===== src/rtl/tapped_ring.sv =====
// ---------------------------------------------------------------------------
// tapped_ring
//
// A clocked emulation of a tapped inverter ring: a Johnson counter. A chain
// of MAX_LEN one-bit stages shifts every clock. The inverted value of a
// selectable tap point is fed back into stage 0. Tap point k sits at the
// end of BASE_LEN*(k+1) stages. A loop of length L therefore produces a
// square wave of period 2L clocks at 50% duty.
//
// Ports
//   clk  : single clock; all state updates on the rising edge
//   rst  : synchronous, active-high reset; clears every stage and captures tap
//   tap  : ring-length select, L = BASE_LEN*(tap+1)
//   y    : oscillator output, taken from stage L-1
//
// Parameters
//   BASE_LEN : stages per tap step, 1..4096 (MAX_LEN = 8*BASE_LEN)
// ---------------------------------------------------------------------------
module tapped_ring #(
  parameter int unsigned BASE_LEN = 125
) (
  input  logic       clk,
  input  logic       rst,
  input  logic [2:0] tap,
  output logic       y
);

  localparam int unsigned MAX_LEN = 8 * BASE_LEN;

  logic [MAX_LEN-1:0] stage_reg;
  logic [MAX_LEN-1:0] stage_next;
  logic [2:0]         tap_q_reg;
  logic [2:0]         tap_q_next;

  // One candidate loop end per tap value. The loop length is fixed per
  // tap, so every index below is an elaboration-time constant. That keeps
  // the selection to a plain 8:1 mux on tap_q_reg. No run-time
  // multiply or wide index arithmetic is needed, so nothing can overflow
  // even at the largest BASE_LEN.
  logic [7:0] tap_point;

  generate
    for (genvar gi = 0; gi < 8; gi++) begin : g_tap
      assign tap_point[gi] = stage_reg[BASE_LEN * (gi + 1) - 1];
    end
  endgenerate

  // The same mux output drives both the feedback and y. y is therefore
  // exactly s[L-1], with no further logic on its path.
  logic feedback;
  assign feedback = tap_point[tap_q_reg];
  assign y        = feedback;

  // Next state for the non-reset case. A tap change restarts the ring
  // from all-zeros under the new length. Switching the loop length in
  // place could leave a non-Johnson pattern in the active stages and
  // cause runt pulses. Stages beyond L-1 keep shifting but are never
  // selected, so they are harmless.
  always_comb begin
    stage_next = {stage_reg[MAX_LEN-2:0], ~feedback};
    tap_q_next = tap_q_reg;
    if (tap != tap_q_reg) begin
      stage_next = '0;
      tap_q_next = tap;
    end
  end

  // Reset takes priority over both restart and shifting. Capturing tap
  // here means a simultaneous reset and tap change does not trigger a
  // second restart on the following edge.
  always_ff @(posedge clk) begin
    if (rst) begin
      stage_reg <= '0;
      tap_q_reg <= tap;
    end else begin
      stage_reg <= stage_next;
      tap_q_reg <= tap_q_next;
    end
  end

endmodule


===== config.mk =====
export PLATFORM = sky130hd
export DESIGN_NAME = tapped_ring
export DESIGN_NICKNAME = d
export VERILOG_FILES = /design/src/rtl/tapped_ring.sv
export SDC_FILE = /design/constraint.sdc
export NUM_CORES = 2
export LEC_CHECK = 0
export ABC_AREA = 1
export BUFFER_PORTS_ARGS = -buffer_cell sky130_fd_sc_hd__buf_2
export CAP_MARGIN = 0
export CORE_UTILIZATION = 43
export DETAILED_ROUTE_END_ITERATION = 16
export SKIP_CTS_REPAIR_TIMING = 1
export SLEW_MARGIN = 20
export SYNTH_ARGS = -nofsm -noshare
export SYNTH_HDL_FRONTEND = slang
export SYNTH_SLANG_ARGS = --single-unit

===== constraint.sdc =====
create_clock -name clk -period 1.7 [get_ports clk]
set_clock_uncertainty 0.1 [all_clocks]
set_input_delay 0 -clock clk [delete_from_list [all_inputs] [get_ports clk]]
set_output_delay 0 -clock clk [all_outputs]
set_load 0.01 [all_outputs]

==> impl_metrics.env <==
export IMPL_status="finished, violations left"
export IMPL_violations="setup timing"
export IMPL_via_to_cell_ratio=3.738
export IMPL_final_period_util_pct=105.1
export IMPL_clock_insertion_delay_worst_skew_ns=0.63
export IMPL_leftover_overflow_at_the_end_of_global_routing=0
export IMPL_postSynth_topFlopCell="sky130_fd_sc_hd__dfxtp_1"
export IMPL_crit_path_end_kind="output port"
export IMPL_critPathRequiredTime_ns=1.60
export IMPL_ctsLongestPathBuffers=3
export IMPL_worstPathMaxFanout=4
export IMPL_placed_wire_length_estimate_um=16540
export IMPL_route_layer_met1_wl_um=17530
export IMPL_cts_htree_levels=3
export IMPL_grt_total_usage_pct=10.22
export IMPL_rows=93
export IMPL_wl_met3_um=1325
export IMPL_cts_clk_slew_worst_paths_ns=0.06
export IMPL_ioPinCount=6
export IMPL_synthesis_area_per_instance_um2=9.047
export IMPL_cts_tree="done"
export IMPL_num_vias=15400
export IMPL_die_outline_area_um2=67110
export IMPL_clock_sinks=1003
export IMPL_syn_nets=3146
export IMPL_antenna_violating_nets_post_route=0
export IMPL_dp_cells=3933
export IMPL_final_nets=3192
export IMPL_clock_root_buffer="sky130_fd_sc_hd__clkbuf_16"
export IMPL_sequential_area_share_after_synthesis_pct=70.77
export IMPL_die_width_um=259.1
export IMPL_final_hold_violation_count=0
export IMPL_slew_limit_headroom_pct=80.19
export IMPL_antenna_diode_count=0
export IMPL_port_buffers=5
export IMPL_area_growth_pct=15.93
export IMPL_number_of_flip_flops_in_the_largest_register=1000
export IMPL_drt_pass1_iter_count=4
export IMPL_final_setup_slack_of_the_worst_path_ns=-0.08596
export IMPL_sequentialPowerShare_pct=52.1
export IMPL_cp_arrival_ns=1.69
export IMPL_hold_slack_ns=0.05679
export IMPL_remaining_drc_errors=0
export IMPL_totalNegativeSetupSlack_ns=-6.078
export IMPL_post_synth_instance_area_um2=28420
export IMPL_coreArea_um2=64930
export IMPL_met2_length_um=13480
export IMPL_warnings_from_yosys=0
export IMPL_antenna_violations_before_repair=0
export IMPL_final_area_um2=32940
export IMPL_gpl_final_weighted_congestion=0.7067
export IMPL_detail_route_wirelength_um=33420
export IMPL_grt_max_degree=93
export IMPL_largest_voltage_drop_on_the_vdd_net_mv=0.8610
export IMPL_setup_viol_count_final=187
export IMPL_post_dp_cell_area_um2=29370
export IMPL_post_route_cells_drive_above_1_share_pct=7.502
export IMPL_p_leak_nw=10.89
export IMPL_netlist_top_cell_by_area="sky130_fd_sc_hd__dfxtp_1"
export IMPL_synthArstFlopShare_pct=0
export IMPL_timing_reg2reg_worst_path_depth=9
export IMPL_numCtsBuffers=94
export IMPL_netlist_top_cells_area="sky130_fd_sc_hd__dfxtp_1, sky130_fd_sc_hd__inv_1, sky130_fd_sc_hd__nor2_1, sky130_fd_sc_hd__buf_2, sky130_fd_sc_hd__buf_4"
export IMPL_setup_worst_path_start_class="flop"
export IMPL_timing_setup_critical_path_class="flop to output port"
export IMPL_max_freq_ghz=0.5599
export IMPL_first_global_vias=14230
export IMPL_power_switching_fraction_pct=19.56
export IMPL_netSwitchingPower_mw=8.831
export IMPL_die_y_um=259.1
export IMPL_floorplan_initialDensity_pct=43.76
export IMPL_power_mw=45.16
export IMPL_number_of_flip_flops_and_latches_in_the_synthesized_netlist=1003
export IMPL_crit_path_cell_chain="inv_2 > buf_6 > nand2_2 > nand3_2 > nand2_1 > nand2_1 > nand2_2 > buf_6"
export IMPL_synth_lib_cells_used_distinct=13
export IMPL_synth_top_cells_by_count="sky130_fd_sc_hd__inv_1, sky130_fd_sc_hd__nor2_1, sky130_fd_sc_hd__dfxtp_1, sky130_fd_sc_hd__buf_2, sky130_fd_sc_hd__buf_4"
export IMPL_synth_edf_count=3
export IMPL_cp_slowest_cell="sky130_fd_sc_hd__edfxtp_1"
export IMPL_drt_initial_drc_count=639
export IMPL_tightest_slew_ns=0.2972
export IMPL_post_route_min_period_ns=1.786
export IMPL_maxSlewViolCount=0
export IMPL_detail_route_wl_per_cell_um=8.109
export IMPL_dr_max_layer_used="met4"
export IMPL_hold_path_class="primary input to flop"
export IMPL_postSynthCellCount=3141
export IMPL_grt_pass1_wl_um=59530
export IMPL_crit_path_max_incr_delay_ns=0.41
export IMPL_p_int_mw=36.33
export IMPL_fin_cells=4121
export IMPL_clock_power_share_pct=46.4
export IMPL_hold_depth=2
export IMPL_grt_setup_unrepaired="yes"
export IMPL_synth_largest_type_area_fraction_pct=70.45
export IMPL_maxCapViolations=0
export IMPL_comb_power_share_pct=1.5
export IMPL_power_density_nw_per_um2=1371
## layout make-up
type	instances	area, um2
Timing Repair Buffer	61	833.3
Tap cell	855	1070
Inverter	1003	3765
Multi-Input combinational cell	1024	3963
Clock buffer	144	2831
Sequential cell	1003	20110
Fill cell	6081	31990
Clock inverter	31	370.4
## layout by cell type (no fill, tap or decap), drive strengths merged
master | netlist | routed
nand3 | 5 | 5
xnor2 | 1 | 1
o21ai | 1 | 1
clkinv | 0 | 16
a21oi | 1 | 1
inv | 1003 | 1008
clkbuf | 0 | 148
dfxtp | 1000 | 1000
buf | 111 | 51
bufinv | 0 | 7
nor2 | 1002 | 1002
clkinvlp | 0 | 3
edfxtp | 3 | 3
dlygate4sd3 | 0 | 6
nand2 | 14 | 14
## critical path: cells and delay by family (launching register included)
kind,cells,cell delay (ns)
flops,1,0.41
buf+inv,3,0.33
simple gates,5,0.31
## per-layer routing
| layer | up-vias | track usage [%] |
|---|---|---|
| met5 | - | 0 |
| met4 | 0 | 5.556 |
| met3 | 84 | 2.470 |
| met2 | 124 | 16.11 |
| met1 | 6662 | 12.90 |
| li1 | 8533 | - |
## logic make-up (layout without fill, tap and decap cells)
family | after synthesis | count (layout) | synth area share [%]
buffers and inverters | 1114 | 1239 | 15.66
XOR/XNOR | 1 | 1 | 0.03083
AO/OA/AOI/OAI | 2 | 2 | 0.03519
AND/OR/NAND/NOR | 1021 | 1021 | 13.51
flip-flops | 1003 | 1003 | 70.77
## metrics by stage
step	utilization, %	worst slack (ns)
2_1_floorplan	-	0.1855
3_3_place_gp	45.24	-0.1403
3_5_place_dp	45.24	-0.1056
4_1_cts	50.17	-0.2511
5_1_grt	50.73	-0.1802
6_report	50.73	-0.08596
## power by group through the flow
stage / clock network [mW] / registers [mW] / logic (mW)
after global routing: 22.6 / 23.5 / 0.755
after detailed placement: 0 / 24.0 / 0.601
after floorplan: 0 / 24.0 / 0.461
after global placement: 0 / 24.0 / 0.610
after CTS: 21.7 / 23.5 / 0.602
final: 20.9 / 23.5 / 0.683
## worst paths after layout
kind,from,to,slack (ns)
max,tap_q_reg[0],y,-0.09
min,tap[1],tap_q_reg[1],0.06
max reg2reg,tap_q_reg[0],stage_reg[681],-0.08
min reg2reg,stage_reg[431],stage_reg[432],0.29
Power figures use the tool's default switching activity.
